===== src/rtl/rvc_pkg.sv =====
// Shared constants, FSM state type and field helpers for the RV32I -> RVC packer.
package rvc_pkg;

  // RV32I major opcodes
  localparam logic [6:0] OPC_LOAD   = 7'b0000011;
  localparam logic [6:0] OPC_OP_IMM = 7'b0010011;
  localparam logic [6:0] OPC_STORE  = 7'b0100011;
  localparam logic [6:0] OPC_OP     = 7'b0110011;
  localparam logic [6:0] OPC_LUI    = 7'b0110111;
  localparam logic [6:0] OPC_BRANCH = 7'b1100011;
  localparam logic [6:0] OPC_JALR   = 7'b1100111;
  localparam logic [6:0] OPC_JAL    = 7'b1101111;
  localparam logic [6:0] OPC_SYSTEM = 7'b1110011;

  // funct3 values
  localparam logic [2:0] F3_ADD  = 3'b000;
  localparam logic [2:0] F3_SLL  = 3'b001;
  localparam logic [2:0] F3_W    = 3'b010;
  localparam logic [2:0] F3_XOR  = 3'b100;
  localparam logic [2:0] F3_SRX  = 3'b101;
  localparam logic [2:0] F3_OR   = 3'b110;
  localparam logic [2:0] F3_AND  = 3'b111;
  localparam logic [2:0] F3_BEQ  = 3'b000;
  localparam logic [2:0] F3_BNE  = 3'b001;

  // funct7 values
  localparam logic [6:0] F7_BASE = 7'b0000000;
  localparam logic [6:0] F7_ALT  = 7'b0100000;

  localparam logic [31:0] RV_NOP    = 32'h0000_0013;
  localparam logic [31:0] RV_EBREAK = 32'h0010_0073;
  localparam logic [15:0] CNOP      = 16'h0001;
  localparam logic [15:0] C_EBREAK  = 16'h9002;

  typedef enum logic [1:0] {
    EMPTY = 2'd0,
    HALF  = 2'd1,
    PAD   = 2'd2
  } pk_state_e;

  // x8..x15 are the registers reachable through 3-bit RVC fields
  function automatic logic is_prime(input logic [4:0] r);
    return r[4:3] == 2'b01;
  endfunction

  // 12-bit immediate representable as a 6-bit signed value
  function automatic logic fits_s6(input logic [11:0] v);
    return (v[11:5] == 7'h00) || (v[11:5] == 7'h7f);
  endfunction

endpackage


===== src/rtl/rv32torv16.sv =====
// Combinational RV32I -> RV32C compressor.
//   instr     : 32-bit RV32I instruction
//   comp_ctrl : 1 allows c.j/c.jal/c.beqz/c.bnez/c.jr/c.jalr
//   c16       : 16-bit encoding (valid only when c_ok)
//   c_ok      : instr is the canonical expansion of a legal RVC instruction
module rv32torv16
  import rvc_pkg::*;
(
  input  logic [31:0] instr,
  input  logic        comp_ctrl,
  output logic [15:0] c16,
  output logic        c_ok
);

  logic [6:0]  opc;
  logic [6:0]  f7;
  logic [2:0]  f3;
  logic [4:0]  rd;
  logic [4:0]  rs1;
  logic [4:0]  rs2;
  logic [11:0] imm_i;
  logic [11:0] imm_s;
  logic [12:1] imm_b;
  logic [20:1] imm_j;

  assign opc   = instr[6:0];
  assign rd    = instr[11:7];
  assign f3    = instr[14:12];
  assign rs1   = instr[19:15];
  assign rs2   = instr[24:20];
  assign f7    = instr[31:25];
  assign imm_i = instr[31:20];
  assign imm_s = {instr[31:25], instr[11:7]};
  assign imm_b = {instr[31], instr[7], instr[30:25], instr[11:8]};
  assign imm_j = {instr[31], instr[19:12], instr[20], instr[30:21]};

  // Field-match and re-encode; the first matching form wins where two forms overlap
  always_comb begin
    c16  = '0;
    c_ok = 1'b0;
    case (opc)
      OPC_OP_IMM: begin
        if (instr == RV_NOP) begin
          c16 = CNOP; c_ok = 1'b1;
        end else if (f3 == F3_ADD) begin
          if (rs1 == 5'd2 && is_prime(rd) && imm_i[11:10] == 2'b00 &&
              imm_i[1:0] == 2'b00 && imm_i != 12'd0) begin
            c16 = {3'b000, imm_i[5:4], imm_i[9:6], imm_i[2], imm_i[3], rd[2:0], 2'b00};
            c_ok = 1'b1;
          end else if (rd != 5'd0 && rs1 == rd && fits_s6(imm_i) && imm_i != 12'd0) begin
            c16 = {3'b000, imm_i[5], rd, imm_i[4:0], 2'b01};
            c_ok = 1'b1;
          end else if (rd != 5'd0 && rs1 == 5'd0 && fits_s6(imm_i)) begin
            c16 = {3'b010, imm_i[5], rd, imm_i[4:0], 2'b01};
            c_ok = 1'b1;
          end else if (rd == 5'd2 && rs1 == 5'd2 && imm_i[3:0] == 4'd0 && imm_i != 12'd0 &&
                       (imm_i[11:9] == 3'b000 || imm_i[11:9] == 3'b111)) begin
            c16 = {3'b011, imm_i[9], 5'd2, imm_i[4], imm_i[6], imm_i[8:7], imm_i[5], 2'b01};
            c_ok = 1'b1;
          end
        end else if (f3 == F3_SLL) begin
          if (f7 == F7_BASE && rd != 5'd0 && rs1 == rd && rs2 != 5'd0) begin
            c16 = {3'b000, 1'b0, rd, rs2, 2'b10};
            c_ok = 1'b1;
          end
        end else if (f3 == F3_SRX) begin
          // shamt[5] lives in f7[0], so requiring an exact f7 keeps it zero
          if (is_prime(rd) && rs1 == rd && rs2 != 5'd0) begin
            if (f7 == F7_BASE) begin
              c16 = {3'b100, 1'b0, 2'b00, rd[2:0], rs2, 2'b01};
              c_ok = 1'b1;
            end else if (f7 == F7_ALT) begin
              c16 = {3'b100, 1'b0, 2'b01, rd[2:0], rs2, 2'b01};
              c_ok = 1'b1;
            end
          end
        end else if (f3 == F3_AND) begin
          if (is_prime(rd) && rs1 == rd && fits_s6(imm_i)) begin
            c16 = {3'b100, imm_i[5], 2'b10, rd[2:0], imm_i[4:0], 2'b01};
            c_ok = 1'b1;
          end
        end
      end

      OPC_LUI: begin
        if (rd != 5'd0 && rd != 5'd2 && instr[17:12] != 6'd0 &&
            (instr[31:17] == 15'h0000 || instr[31:17] == 15'h7fff)) begin
          c16 = {3'b011, instr[17], rd, instr[16:12], 2'b01};
          c_ok = 1'b1;
        end
      end

      OPC_LOAD: begin
        if (f3 == F3_W && imm_i[1:0] == 2'b00) begin
          if (is_prime(rs1) && is_prime(rd) && imm_i[11:7] == 5'd0) begin
            c16 = {3'b010, imm_i[5:3], rs1[2:0], imm_i[2], imm_i[6], rd[2:0], 2'b00};
            c_ok = 1'b1;
          end else if (rs1 == 5'd2 && rd != 5'd0 && imm_i[11:8] == 4'd0) begin
            c16 = {3'b010, imm_i[5], rd, imm_i[4:2], imm_i[7:6], 2'b10};
            c_ok = 1'b1;
          end
        end
      end

      OPC_STORE: begin
        if (f3 == F3_W && imm_s[1:0] == 2'b00) begin
          if (is_prime(rs1) && is_prime(rs2) && imm_s[11:7] == 5'd0) begin
            c16 = {3'b110, imm_s[5:3], rs1[2:0], imm_s[2], imm_s[6], rs2[2:0], 2'b00};
            c_ok = 1'b1;
          end else if (rs1 == 5'd2 && imm_s[11:8] == 4'd0) begin
            c16 = {3'b110, imm_s[5:2], imm_s[7:6], rs2, 2'b10};
            c_ok = 1'b1;
          end
        end
      end

      OPC_OP: begin
        if (f7 == F7_BASE && f3 == F3_ADD) begin
          if (rd != 5'd0 && rs2 != 5'd0 && rs1 == 5'd0) begin
            c16 = {3'b100, 1'b0, rd, rs2, 2'b10};
            c_ok = 1'b1;
          end else if (rd != 5'd0 && rs2 != 5'd0 && rs1 == rd) begin
            c16 = {3'b100, 1'b1, rd, rs2, 2'b10};
            c_ok = 1'b1;
          end
        end else if (is_prime(rd) && rs1 == rd && is_prime(rs2)) begin
          if (f7 == F7_ALT && f3 == F3_ADD) begin
            c16 = {3'b100, 1'b0, 2'b11, rd[2:0], 2'b00, rs2[2:0], 2'b01};
            c_ok = 1'b1;
          end else if (f7 == F7_BASE && f3 == F3_XOR) begin
            c16 = {3'b100, 1'b0, 2'b11, rd[2:0], 2'b01, rs2[2:0], 2'b01};
            c_ok = 1'b1;
          end else if (f7 == F7_BASE && f3 == F3_OR) begin
            c16 = {3'b100, 1'b0, 2'b11, rd[2:0], 2'b10, rs2[2:0], 2'b01};
            c_ok = 1'b1;
          end else if (f7 == F7_BASE && f3 == F3_AND) begin
            c16 = {3'b100, 1'b0, 2'b11, rd[2:0], 2'b11, rs2[2:0], 2'b01};
            c_ok = 1'b1;
          end
        end
      end

      OPC_JAL: begin
        // offset must fit the 12-bit signed CJ range
        if (comp_ctrl && (rd == 5'd0 || rd == 5'd1) &&
            (imm_j[20:11] == 10'h000 || imm_j[20:11] == 10'h3ff)) begin
          c16 = {(rd == 5'd0) ? 3'b101 : 3'b001, imm_j[11], imm_j[4], imm_j[9:8],
                 imm_j[10], imm_j[6], imm_j[7], imm_j[3:1], imm_j[5], 2'b01};
          c_ok = 1'b1;
        end
      end

      OPC_JALR: begin
        if (comp_ctrl && f3 == 3'b000 && imm_i == 12'd0 && rs1 != 5'd0 &&
            (rd == 5'd0 || rd == 5'd1)) begin
          c16 = {3'b100, rd[0], rs1, 5'd0, 2'b10};
          c_ok = 1'b1;
        end
      end

      OPC_BRANCH: begin
        if (comp_ctrl && (f3 == F3_BEQ || f3 == F3_BNE) && rs2 == 5'd0 && is_prime(rs1) &&
            (imm_b[12:8] == 5'h00 || imm_b[12:8] == 5'h1f)) begin
          c16 = {(f3 == F3_BEQ) ? 3'b110 : 3'b111, imm_b[8], imm_b[4:3], rs1[2:0],
                 imm_b[7:6], imm_b[2:1], imm_b[5], 2'b01};
          c_ok = 1'b1;
        end
      end

      OPC_SYSTEM: begin
        if (instr == RV_EBREAK) begin
          c16 = C_EBREAK; c_ok = 1'b1;
        end
      end

      default: begin
        c16  = '0;
        c_ok = 1'b0;
      end
    endcase
  end

endmodule


===== src/rtl/rv32_compress_packer.sv =====
// Compresses an RV32I instruction stream to RVC where possible and packs the
// result little-endian into 32-bit words.
//   clk, rst_n          : clock, async active-low reset
//   comp_en             : 0 emits every instruction as 32-bit
//   in_valid/in_ready   : input handshake for in_instr/in_last
//   out_valid/out_ready : output handshake for out_word ([15:0] = lower address)
//   done                : pulse after the final word of a stream is accepted
//   comp_cnt            : saturating count of instructions emitted as 16-bit
module rv32_compress_packer
  import rvc_pkg::*;
#(
  parameter bit          COMP_CTRL = 1'b1,
  parameter int unsigned CNT_W     = 16
) (
  input  logic             clk,
  input  logic             rst_n,
  input  logic             comp_en,
  input  logic             in_valid,
  output logic             in_ready,
  input  logic [31:0]      in_instr,
  input  logic             in_last,
  output logic             out_valid,
  input  logic             out_ready,
  output logic [31:0]      out_word,
  output logic             done,
  output logic [CNT_W-1:0] comp_cnt
);

  localparam logic [CNT_W-1:0] CNT_MAX = '1;

  pk_state_e   state;
  logic [15:0] res;
  logic        last_word;
  logic [15:0] c16;
  logic        c_ok;
  logic        out_free;
  logic        in_fire;
  logic        is16;

  rv32torv16 u_cmp (
    .instr     (in_instr),
    .comp_ctrl (COMP_CTRL),
    .c16       (c16),
    .c_ok      (c_ok)
  );

  assign out_free = !out_valid || out_ready;
  assign in_ready = (state != PAD) && out_free;
  assign in_fire  = in_valid && in_ready;
  assign is16     = comp_en && c_ok;

  // Packing FSM, residual halfword, output register and counter
  always_ff @(posedge clk or negedge rst_n) begin
    if (!rst_n) begin
      state     <= EMPTY;
      res       <= '0;
      out_valid <= 1'b0;
      out_word  <= '0;
      last_word <= 1'b0;
      done      <= 1'b0;
      comp_cnt  <= '0;
    end else begin
      done <= 1'b0;
      if (out_valid && out_ready) begin
        out_valid <= 1'b0;
        last_word <= 1'b0;
        done      <= last_word;
      end

      // Later assignments below override the acceptance clear above
      if (state == PAD) begin
        if (out_free) begin
          out_word  <= {CNOP, res};
          out_valid <= 1'b1;
          last_word <= 1'b1;
          state     <= EMPTY;
        end
      end else if (in_fire) begin
        if (is16 && comp_cnt != CNT_MAX) begin
          comp_cnt <= comp_cnt + CNT_W'(1);
        end
        case (state)
          EMPTY: begin
            if (is16) begin
              res   <= c16;
              state <= in_last ? PAD : HALF;
            end else begin
              out_word  <= in_instr;
              out_valid <= 1'b1;
              last_word <= in_last;
            end
          end
          HALF: begin
            if (is16) begin
              out_word  <= {c16, res};
              out_valid <= 1'b1;
              last_word <= in_last;
              state     <= EMPTY;
            end else begin
              // low half completes this word, high half becomes the new residual
              out_word  <= {in_instr[15:0], res};
              out_valid <= 1'b1;
              res       <= in_instr[31:16];
              state     <= in_last ? PAD : HALF;
            end
          end
          default: state <= EMPTY;
        endcase
      end
    end
  end

endmodule


===== config.mk =====
export PLATFORM = sky130hd
export DESIGN_NAME = rv32_compress_packer
export DESIGN_NICKNAME = d
export VERILOG_FILES = /design/src/rtl/rvc_pkg.sv /design/src/rtl/rv32torv16.sv /design/src/rtl/rv32_compress_packer.sv
export SDC_FILE = /design/constraint.sdc
export NUM_CORES = 1
export LEC_CHECK = 0
export ABC_AREA = 1
export BUFFER_PORTS_ARGS = -buffer_cell sky130_fd_sc_hd__buf_2
export CAP_MARGIN = 15
export CORE_MARGIN = 3
export CORE_UTILIZATION = 30
export DETAILED_ROUTE_END_ITERATION = 10
export PLACE_DENSITY_LB_ADDON = 0.1
export SYNTH_ARGS = -nofsm -noshare
export SYNTH_HDL_FRONTEND = slang
export SYNTH_SLANG_ARGS = --single-unit

===== constraint.sdc =====
create_clock -name clk -period 1.95 [get_ports clk]
set_input_delay 0.0975 -clock clk [delete_from_list [all_inputs] [get_ports clk]]
set_output_delay 0.0975 -clock clk [all_outputs]
set_load 0.02 [all_outputs]

Word level (Yosys, flattened, before mapping):

Cells that the tools add are included.
W data, S select, Z words.

* flip-flop bits (word level): 69
* output and inout port bits: 51

* add/subtract/negate cells: 1
* equality and inequality tests: 40
* multiplexer cells: 100
* bitwise gates (word level): 1
* reduce and logical (&&, ||, !) cells: 90

Operators with widths (count)
* $mux W16: 31
* $mux W32: 5
* $pmux W16 S9: 1
* $pmux W32 S2: 1
* $logic_and A1 B1 Y1: 52
* $mux W1: 46
* $mux W15: 3
* $eq A7 B7 Y1 const B: 5
* $eq A32 B21 Y1 const B: 1
* $eq A32 B5 Y1 const B: 1
* $pmux W16 S2: 1
* $eq A7 B6 Y1 const B: 4
* $logic_not A5 Y1: 5
* $add A16 B1 Y16 const B: 1
* $ne A16 B16 Y1 const B: 1
* $eq A15 B15 Y1 const B: 1
* $eq A3 B3 Y1 const B: 5
* $logic_not A15 Y1: 1
* $reduce_bool A5 Y1: 3
* $logic_not A12 Y1: 1
* $mux W12: 1
* $mux W2: 6
* $reduce_bool A12 Y1: 1
* $eq A10 B10 Y1 const B: 1
* other kinds (31): 54

Logic depth before layout (Yosys ltp):

Gate-level depths: netlist (run 1).

* word-level depth: 17
* gate-level depth with buffers: 20

Hierarchy:

A second synthesis (run 1) with hierarchy kept.

* cell total of the unflattened synthesis: 980
* area total of the unflattened synthesis: 6010.8 um^2

Modules (own cells, without submodules)
* rv32_compress_packer: instances 1, cells each 563, area each 3962.6 um^2
* rv32torv16: instances 1, cells each 417, area each 2048.2 um^2

Worst setup path after synthesis (run 1):

OpenSTA, ideal clock, no wires.

* path kind: reg2reg
* from: register state[0]
* to: register res[14]
* library setup time: 123 ps
* arrival: 2078 ps
* setup slack: -251 ps
* cell stages (with the launch flop): 11
* path buffers: 2
* period minus slack after synthesis: 2201 ps
* path through: dfrtp_1 -> inv_1 -> ha_1 -> clkbuf_1 -> nor2_1 -> nand2_1 -> a21oi_1 -> nand3_4 -> buf_8 -> nand2_1 -> o21ai_2

* cells in the longest elaborated chain, start to end: 4
* elaborated cells on any way between the ends: 12
* those cells by class: eq/ne: 5; mux: 1; bitwise: 1; reduce/logical: 5

RTL lines
* start, declared: line rv32_compress_packer.sv:31 `pk_state_e state;`
* start signal, assigned: line rv32_compress_packer.sv:86 `state <= in_last ? PAD : HALF;`
* start signal, assigned: line rv32_compress_packer.sv:104 `state <= in_last ? PAD : HALF;`
* $ne A2 B2 Y1: line rv32_compress_packer.sv:48 `assign in_ready = (state != PAD) && out_free;`
* $logic_and A1 B1 Y1: line rv32_compress_packer.sv:48
* named net in_ready: line rv32_compress_packer.sv:19 `output logic in_ready,`
* $logic_and A1 B1 Y1: line rv32_compress_packer.sv:49 `assign in_fire = in_valid && in_ready;`
* $reduce_and A5 Y1 (no source line)
* end signal, assigned: line rv32_compress_packer.sv:103 `res <= in_instr[31:16];`
* end, declared: line rv32_compress_packer.sv:32 `logic [15:0] res;`

The timed path passes the listed nets, and every way through them passes these cells.
A chain may end at the register's enable or synchronous reset.

Worst setup path in the final report (run 1):

* from: input port in_instr[1]
* to: register out_word[26]

* cells in the longest elaborated chain, start to end: 8
* elaborated cells on any way between the ends: 23
* those cells by class: eq/ne: 12; mux: 9; reduce/logical: 2

RTL lines
* start, declared: line rv32_compress_packer.sv:20 `input logic [31:0] in_instr,`
* $eq A32 B21 Y1 / $eq A32 B5 Y1 (equally long branches): line rv32torv16.sv:171, rv32torv16.sv:43
* $mux W1 (on tied branches): line rv32torv16.sv:171, rv32torv16.sv:43
* $pmux W1 S9: line rv32torv16.sv:41 `case (opc)`
* $logic_and A1 B1 Y1: line rv32_compress_packer.sv:50 `assign is16 = comp_en && c_ok;`
* $mux W32: line rv32_compress_packer.sv:94 `if (is16) begin`
* $pmux W32 S2: line rv32_compress_packer.sv:82 `case (state)`
* $mux W32: line rv32_compress_packer.sv:78 `end else if (in_fire) begin`
* $mux W32: line rv32_compress_packer.sv:71 `if (state == PAD) begin`
* end signal, assigned: line rv32_compress_packer.sv:73 `out_word <= {CNOP, res};`
* end signal, assigned: line rv32_compress_packer.sv:88 `out_word <= in_instr;`
* end signal, assigned: line rv32_compress_packer.sv:95 `out_word <= {c16, res};`
* end, declared: line rv32_compress_packer.sv:24 `output logic [31:0] out_word,`

Several ways; a longest one is shown, not always the timed one. The select of a mux whose other input is x is not followed.

==> out/metrics.yaml, run 1 <==
grt:
  grtUsageTotal_pct: 26.99
  grt_first_pass_wirelength_mm: 45.75
  antenna_found_initial: 1
  grt_overflow_total: 0
  grt_max_degree: 41
  grt_pass1_vias: 7824
critical_path:
  start_kind: "input pin"
  crit_type: "input pin to flop"
  slowest_delay_ps: 300
  cpMaxStageDelayCell: "nor2_2"
  crit_path_end_kind: "flop"
  crit_chain: "buf_2, nand2_4, nor2_1, nand2_2, o21ai_0, a2111oi_2, buf_4, nor2_2, nand4_1, nand3_4, buf_12, clkinvlp_4, nand3_2, nand2_1"
  worstPathRequired_ps: 2160
  arrival_ps: 2220
  cp_max_fo: 8
  r2r_cells: 11
cells_and_area:
  instances_no_fill: 1605
  final_common_cell: "buf_4"
  syn_to_final_growth_pct: 66.35
  diodes: 0
  fin_area_um2: 10360
  fin_nets: 1372
  register_area_um2: 1727
  final_cell_mix: "buf_4 (258), nand2_1 (222), inv_1 (78)"
  nFillCells: 2164
  drive_gt1_share_pct: 47.72
  multi_input_area_um2: 4626
placement:
  gp_congestion: 0.9951
  placed_cells: 1554
  numPortBuffers: 88
  dp_hpwl_mm: 25.32
  pre_cts_slack_ps: -822.4
  dpl-instance-area_um2: 8891
route:
  drc_errors: 0
  vias: 8047
  drtAntennaViolNets: 0
  drt-total-wl_mm: 30.53
  avgViaCountPerCell: 5.014
  first_iter_violations: 551
  firstDrtPassIters: 5
  routedWlPerCell_um: 19.02
sta:
  relSlewSlack_pct: 64.02
  setup_violations: 25
  fin_crit_sh_pct: 103.0
  skew_ps: 8.077
  worst_slack_ps: -59.13
  fmax_mhz: 497.7
  period_needed_ps: 2009
  worst_pin_slew_ps: 539.1
  slew_violations: 0
  rsz0062_at_grt: "true"
  finalHoldViolCount: 0
cts:
  clk_path_buf_depth: 2
  cts_root_buf: "clkbuf_16"
  clk_latency_ps: 330
  cts.clk_slew.worst_paths_ps: 60
  cts_tree: "built"
  cts_sinks: 69
  cts_made_buffers: 9
  cts.htree.levels: 3
yosys:
  ys_warn_count: 0
  ys_seq_area_share_pct: 27.72
  synth_enable_flop_cells: 0
  yosys_register_bits: 69
  syn_area_um2: 6228
  synth_cell_types: 50
  synthArstFlopShare_pct: 100.0
  synth_cells: 973
  syn_avg_cell_area_um2: 6.401
  synthFlopType: "dfrtp_1"
  syn_nets: 1015
outcome:
  status: "finished, violations left"
  violations: "negative setup slack"
power:
  pwr_density_cell_nw_per_um2: 759.7
  total_power_mw: 7.871
  power_leakage_nw: 5.258
  vdd_ir_drop_max_uv: 444.7
die:
  die-area_um2: 22530
  die_x_um: 150.1
  fp.dieH_um: 150.1
  row_count: 52
  io_pins: 89
  core_um2: 20300
  start_util_pct: 30.68
hold_path:
  hold_path_depth: 3
  hold_path_class: "input pin to flop"
job:
  maxCapViolations: 0
-- worst max-delay path: cells and delay by family --
family          cells  cell delay, ps
simple gates        8            1260
buf+inv             4             560
compound gates      2             300
-- cell type report --
class	instances	area share, %
multi-input combinational	758	44.64
clock buffer	10	2.210
inverter	115	4.480
tap	270	3.260
clock inverter	6	0.6159
timing repair buffer	377	28.12
sequential	69	16.66
-- repair_timing --
action,CTS,global route
gates resized for setup,117,141
pin swaps,36,68
hold buffers,1,0
cloned,1,0
hold endpoints to repair,37,0
buffers inserted,20,19
endpoints found under the setup margin,68,66
-- flip-flops by register name, indices dropped and copies added, names as in the netlist --
register / count
state: 2
out_valid: 1
last_word: 1
done: 1
res: 16
out_word: 32
comp_cnt: 16
-- per-layer routing --
layer	vias to the layer above	global-route usage [%]	routed length, µm
li1	3929	-	-
met1	3784	35.82	13430
met2	255	43.21	14230
met3	77	3.552	1353
met4	2	13.45	1500
met5	-	0	13
-- power by group --
group / internal [mW] / leakage (nW) / switching (mW)
Combinational: 1.63 / 4.25 / 2.41
Clock: 0.987 / 0.138 / 0.620
Sequential: 1.94 / 0.874 / 0.286
Total: 4.55 / 5.26 / 3.32
-- path summary, 6_finish.rpt --
check	to	start	slack [ps]
setup / recovery	out_word[26]$_DFFE_PN0P_	in_instr[1]	-60
hold / removal	done$_DFF_PN0_	out_ready	8
setup reg to reg	comp_cnt[3]$_DFFE_PN0P_	comp_cnt[0]$_DFFE_PN0P_	60
hold reg to reg	out_word[31]$_DFFE_PN0P_	out_word[31]$_DFFE_PN0P_	470
max in group asynchronous	out_word[16]$_DFFE_PN0P_	rst_n	1070
min in group asynchronous	out_word[10]$_DFFE_PN0P_	rst_n	280
-- kinds of logic after synthesis --
group / synth area share (%)
XOR/XNOR: 2.109
AO/OA/AOI/OAI: 15.33
adder cells (fa/ha/maj): 0.8036
multiplexers: 1.004
buffers and inverters: 10.04
flip-flops: 27.72
AND/OR/NAND/NOR: 42.99
-- stage by stage --
| step | setup TNS (ps) | hold slack [ps] | utilization [%] |
|---|---|---|---|
| after floorplan | 0 | -198.1 | - |
| after global placement | -38530 | 111.3 | 43.80 |
| after detailed placement | -38060 | 110.8 | 43.80 |
| after CTS | -45.24 | 0.5614 | 48.37 |
| after global routing | -7215 | 6.886 | 51.04 |
| final | -660.0 | 8.441 | 51.04 |
-- cells in the mapped netlist, types with 4 or more instances --
library cell | instances | area share [%]
buf_2 | 12 | 0.96
a22oi_1 | 10 | 1.2
o21ai_0 | 77 | 6.2
xor2_1 | 7 | 0.98
nand3_1 | 89 | 7.2
nor3_1 | 18 | 1.4
nand4_1 | 23 | 2.3
o21ai_2 | 15 | 2.1
nor3_2 | 4 | 0.64
nand3_2 | 6 | 0.96
nor4_1 | 6 | 0.60
nor2_2 | 10 | 1.0
clkbuf_1 | 10 | 0.60
ha_1 | 4 | 0.80
nand2_2 | 20 | 2.0
nor2_1 | 97 | 5.8
o22ai_1 | 7 | 0.70
nand3b_1 | 6 | 0.72
a21oi_1 | 22 | 1.8
inv_1 | 93 | 5.6
nor2_4 | 5 | 0.90
xnor2_1 | 8 | 1.1
nand2_1 | 277 | 17
mux2i_1 | 4 | 0.64
o211ai_1 | 15 | 1.8
dfrtp_1 | 69 | 28
inv_2 | 19 | 1.1
No activity file was read; power rests on OpenSTA's default activity.
==> run 2: changes to the inputs <==
Settings changed: CORE_ASPECT_RATIO set to 1.25, PLACE_DENSITY set to 0.6, PLACE_DENSITY_LB_ADDON 0.1 to not set.
==> out/metrics.yaml, run 2 (synthesized netlist as in run 1, its figures left out) <==
outcome:
  status: "finished, violations left"
  violations: "negative setup slack"
power:
  pwr_density_cell_nw_per_um2: 799.8
  swShare_pct: 42.48
  p_sw_mw: 3.660
  power_leakage_nw: 5.452
  intPower_mw: 4.956
  pwr-share-comb_pct: 52.0
  pwr-share-seq_pct: 26.8
  pwr-share-clk_pct: 21.2
  vdd_ir_drop_max_uv: 604.8
placement:
  dp_hpwl_mm: 24.28
  numPortBuffers: 88
  placed_cells: 1547
  gp_congestion: 0.9902
cells_and_area:
  instances_no_fill: 1616
  reg_top3: "out_word (32), comp_cnt (16), res (16)"
  nFillCells: 1966
  largest_register_ffs: 32
  final_util_pct: 53.21
  diodes: 0
  drive_gt1_share_pct: 50.30
  fin_nets: 1383
  final_common_cell: "buf_4"
  final_cell_mix: "buf_4 (261), nand2_1 (210), inv_1 (76)"
  syn_to_final_growth_pct: 72.96
  largest_register: "out_word"
route:
  vias: 8266
  drt-met1-wl_mm: 12.01
  firstDrtPassIters: 5
  highest_layer: "met4"
  drc_errors: 0
  met3_length_mm: 1.426
  routedWlPerCell_um: 19.11
  avgViaCountPerCell: 5.115
  met2_length_mm: 15.44
  drt-total-wl_mm: 30.88
  first_iter_violations: 499
  drtAntennaViolNets: 0
sta:
  relSlewSlack_pct: 63.09
  fin_crit_sh_pct: 103.8
  finalHoldViolCount: 0
  tns_ps: -949.5
  setup_violations: 35
  rsz0062_at_grt: "true"
  period_needed_ps: 2023
  worst_slack_ps: -73.21
  fmax_mhz: 494.3
  worst_pin_slew_ps: 553.0
  slew_violations: 0
  skew_ps: 16.61
cts:
  cts.clk_slew.worst_paths_ps: 70
  cts_tree: "built"
  cts.htree.levels: 3
  clk_path_buf_depth: 2
  cts_root_buf: "clkbuf_16"
  cts_made_buffers: 9
  clk_latency_ps: 340
  cts_sinks: 69
grt:
  antenna_found_initial: 0
  grt_pass1_vias: 8094
  grt_overflow_total: 0
  grt_max_degree: 70
  grt_first_pass_wirelength_mm: 45.46
  grtUsageTotal_pct: 26.06
die:
  die-area_um2: 22540
  row_count: 58
  die_x_um: 134.9
  start_util_pct: 30.76
  fp.dieH_um: 167.1
  core_um2: 20250
  io_pins: 89
hold_path:
  hold_path_class: "input pin to flop"
  hp-start: "in_last"
critical_path:
  cp-startpoint: "in_instr[20]"
  crit_type: "input pin to flop"
  start_kind: "input pin"
  cp_max_fo: 7
  rr_startpoint: "state[0]$_DFFE_PN0P_"
  worstPathRequired_ps: 2170
  crit_path_end_kind: "flop"
  arrival_ps: 2240
job:
  maxCapViolations: 0
==> run 2: cell count changes in the layout (fill, tap and decap cells not counted), sizes merged <==
cell / delta
clkinvlp: -2
bufinv: +1
buf: +5
dlygate4sd3: +2
clkinv: -1
clkbuf: +3
inv: +3
==> run 2: metrics by stage <==
stage | setup slack, ps | hold WS [ps] | instance area [µm²] | power, mW
floorplan | 0.4784 | -198.1 | 6362 | 4.393
global placement | -668.1 | 148.3 | 8871 | 5.723
detailed placement | -665.3 | 149.1 | 8871 | 5.784
CTS | 5.196 | 30.83 | 9802 | 7.785
global route | -188.6 | 38.14 | 10770 | 9.125
finish | -73.21 | 22.24 | 10770 | 8.616
==> run 2: final cells by class <==
| class | count | area, µm² | area share (%) |
|---|---|---|---|
| clock buffer | 9 | 225.2 | 2.091 |
| clock inverter | 7 | 105.1 | 0.9756 |
| inverter | 115 | 456.7 | 4.239 |
| multi-input combinational | 758 | 4795 | 44.51 |
| sequential | 69 | 1727 | 16.03 |
| tap | 270 | 337.8 | 3.136 |
| timing repair buffer | 388 | 3127 | 29.02 |
==> run 2: timing repair <==
item | in CTS | in global routing
buffers inserted | 25 | 22
hold buffers | 3 | 0
endpoints found under the hold margin | 71 | 0
cloned | 1 | 5
setup endpoints to repair | 66 | 65
gates resized for setup | 99 | 216
pin swaps | 29 | 76
==> run 2: power by group through the flow <==
stage / registers [mW] / clock network (mW) / logic, mW
finish: 2.31 / 1.83 / 4.48
floorplan: 2.61 / 0 / 1.78
global placement: 2.28 / 0 / 3.44
global route: 2.37 / 1.93 / 4.83
detailed placement: 2.28 / 0 / 3.51
CTS: 2.26 / 1.85 / 3.67
==> run 2: final timing paths <==
kind / cells after the start / end / slack [ps]
max: 19 / out_word[31]$_DFFE_PN0P_ / -70
min in group asynchronous: 3 / out_word[27]$_DFFE_PN0P_ / 300
min: 3 / state[1]$_DFFE_PN0P_ / 20
max reg2reg: 9 / res[15]$_DFFE_PN0P_ / 30
min reg2reg: 2 / out_word[27]$_DFFE_PN0P_ / 480
max in group asynchronous: 3 / out_word[18]$_DFFE_PN0P_ / 1330
==> run 2: worst max-delay path, cell delays in order <==
cell,delay (ps)
buf_2,130
nor2_4,150
buf_4,140
buf_4,110
nand3_1,120
nor3_4,190
nand2_1,110
nand2_2,100
nor2_4,40
nand3_2,90
nor2_4,50
nand3_4,120
nand4_1,190
nand3_4,160
buf_12,160
buf_12,120
nor2_4,30
nand2_1,70
nand2_1,50
==> run 2: routing by layer <==
metal  vias to the layer above  track usage (%)
met5                         -                0
li1                       3953                -
met4                         0            15.46
met2                       337            45.11
met3                       106            2.674
met1                      3870            30.93
==> run 3: changes to the inputs <==
--- a/config.mk
+++ b/config.mk
@@ -6,5 +6,4 @@
 export NUM_CORES = 1
 export LEC_CHECK = 0
-export ABC_AREA = 1
 export BUFFER_PORTS_ARGS = -buffer_cell sky130_fd_sc_hd__buf_2
 export CAP_MARGIN = 15
==> constraint.sdc (replaced) <==
create_clock -name clk -period 1.95 [get_ports clk]
set_input_delay 0.195 -clock clk [delete_from_list [all_inputs] [get_ports clk]]
set_output_delay 0.195 -clock clk [all_outputs]
set_load 0.02 [all_outputs]
==> out/metrics.yaml, run 3 <==
route:
  drc_errors: 0
  firstDrtPassIters: 5
  routedWlPerCell_um: 21.77
  vias: 6655
  first_iter_violations: 595
  avgViaCountPerCell: 5.607
  drtAntennaViolNets: 0
  drt-total-wl_mm: 25.85
placement:
  pre_cts_slack_ps: -1425
  dpl-instance-area_um2: 7770
  dp_hpwl_mm: 20.17
  numPortBuffers: 88
  gp_congestion: 0.9758
outcome:
  violations: "negative setup slack"
  status: "finished, violations left"
power:
  p_sw_mw: 2.966
  pwr-share-seq_pct: 28.7
  pwr-share-comb_pct: 48.2
  vdd_ir_drop_max_uv: 683.6
  power_leakage_nw: 4.050
  pwr_density_cell_nw_per_um2: 854.5
  intPower_mw: 4.385
  swShare_pct: 40.35
  pwr-share-clk_pct: 23.1
yosys:
  synthFlopType: "dfrtp_1"
  synth_cells: 670
  synth_cell_types: 79
  synth_enable_flop_cells: 0
  syn_avg_cell_area_um2: 8.157
  syn_nets: 712
  synth_area_leaders: "dfrtp_1 (32%), mux2i_1 (6.8%), nand2_1 (5.6%), o21ai_0 (4.5%), nor2_1 (3.2%)"
  synth_common_cells: "nand2_1 (82), dfrtp_1 (69), o21ai_0 (49)"
  synth_most_common_cell: "nand2_1"
  ys_warn_count: 0
  syn_area_um2: 5465
  yosysTopAreaCell: "dfrtp_1"
  synthArstFlopShare_pct: 100.0
  synth_top_area_share_pct: 31.59
  yosys_register_bits: 69
  ys_seq_area_share_pct: 31.59
cts:
  cts_sinks: 69
  clk_path_buf_depth: 2
  cts_root_buf: "clkbuf_16"
  cts.htree.levels: 3
  clk_latency_ps: 340
  cts_tree: "built"
  cts.clk_slew.worst_paths_ps: 60
  cts_made_buffers: 9
grt:
  antenna_found_initial: 0
  grt_overflow_total: 0
  grt_first_pass_wirelength_mm: 39.51
  grt_max_degree: 50
  grtUsageTotal_pct: 25.73
  grt_pass1_vias: 6864
die:
  die-area_um2: 19880
  row_count: 54
  core_um2: 17630
  fp.dieH_um: 156.9
  start_util_pct: 30.99
  io_pins: 89
  die_x_um: 126.7
cells_and_area:
  drive_gt1_share_pct: 44.13
  register_area_um2: 1727
  fin_area_um2: 8603
  fin_nets: 1000
  syn_to_final_growth_pct: 57.42
  final_common_cell: "buf_4"
  diodes: 0
  nFillCells: 1718
  reg_top3: "out_word (32), comp_cnt (16), res (16)"
  largest_register: "out_word"
  largest_register_ffs: 32
  multi_input_area_um2: 3817
  final_cell_mix: "buf_4 (219), buf_2 (84), nand2_1 (79)"
sta:
  rsz0062_at_grt: "true"
  slew_violations: 0
  period_needed_ps: 2947
  whs_ps: 105.4
  fin_crit_sh_pct: 151.1
  worst_pin_slew_ps: 604.2
  relSlewSlack_pct: 59.30
  setup_violations: 68
  fmax_mhz: 339.3
  finalHoldViolCount: 0
  worst_slack_ps: -997.0
  skew_ps: 7.418
hold_path:
  hold_path_class: "input pin to flop"
critical_path:
  worstPathRequired_ps: 2170
  crit_type: "input pin to flop"
  arrival_ps: 3170
  start_kind: "input pin"
  cp_max_fo: 6
  crit_path_end_kind: "flop"
job:
  maxCapViolations: 0
-- run 3: path summary, 6_finish.rpt --
path | start | to | slack [ps] | cells past startpoint
worst min-delay path | in_last | state[0]$_DFFE_PN0P_ | 110 | 2
max in group asynchronous | rst_n | out_word[2]$_DFFE_PN0P_ | 930 | 3
worst max register to register | state[0]$_DFFE_PN0P_ | res[5]$_DFFE_PN0P_ | -90 | 9
worst max-delay path | in_instr[11] | res[5]$_DFFE_PN0P_ | -1000 | 10
min in group asynchronous | rst_n | out_valid$_DFF_PN0_ | 380 | 2
worst min register to register | res[10]$_DFFE_PN0P_ | res[10]$_DFFE_PN0P_ | 480 | 2
-- run 3: logic make-up after synthesis --
logic type / count (synthesis) / synth area share, %
adders and majority gates: 4 / 0.9158
xor gates and xnor gates: 20 / 3.205
DFF: 69 / 31.59
muxes: 44 / 8.219
and+or+nand+nor: 294 / 28.55
AOI/OAI and AO/OA: 175 / 22.16
buffers and inverters: 64 / 5.357
-- run 3: layout make-up --
class / instances / share of cell area (%)
multi-input combinational: 537 / 44.37
timing repair buffer: 328 / 28.17
sequential: 69 / 20.07
tap: 224 / 3.258
clock buffer: 9 / 2.618
clock inverter: 7 / 0.9453
inverter: 13 / 0.5672
-- run 3: layer usage --
layer / vias up / part of all wire [%] / track usage, %
met2: 267 / 49 / 43.29
met3: 84 / 5.5 / 2.783
li1: 3087 / - / -
met1: 3217 / 40 / 31.90
met5: - / 0 / 0
met4: 0 / 5.7 / 15.13
-- run 3: critical path, stage by stage --
cell and delay [ps]:
buf_6 90, or4_4 570, o22ai_4 180, o32ai_2 100, a221o_1 380, or4_4 490
o31a_4 390, mux2i_4 240, buf_6 180, mux2_2 340
-- run 3: what timing repair did --
action,4_1_cts,5_1_grt
pin swaps,10,21
resized for setup,37,52
endpoints found under the setup margin,68,68
setup buffers,6,12
gates cloned,0,2
hold buffers,1,0
hold endpoints to repair,20,0
-- run 3: per-stage QoR --
stage / cells / power [mW] / setup TNS, ps / utilization (%)
2_1_floorplan: 670 / 4.119 / -67220 / -
3_3_place_gp: 1152 / 5.420 / -90500 / 44.06
3_5_place_dp: 1152 / 5.445 / -89050 / 44.06
4_1_cts: 1175 / 7.295 / -59700 / 47.06
5_1_grt: 1187 / 7.794 / -65830 / 48.79
6_report: 1187 / 7.352 / -59830 / 48.79
-- run 3: power groups by stage --
stage	registers (mW)	clock network [mW]	logic, mW
3_3_place_gp	2.12	0	3.30
3_5_place_dp	2.12	0	3.33
4_1_cts	2.10	1.76	3.44
2_1_floorplan	2.49	0	1.63
6_report	2.11	1.70	3.54
5_1_grt	2.16	1.81	3.83
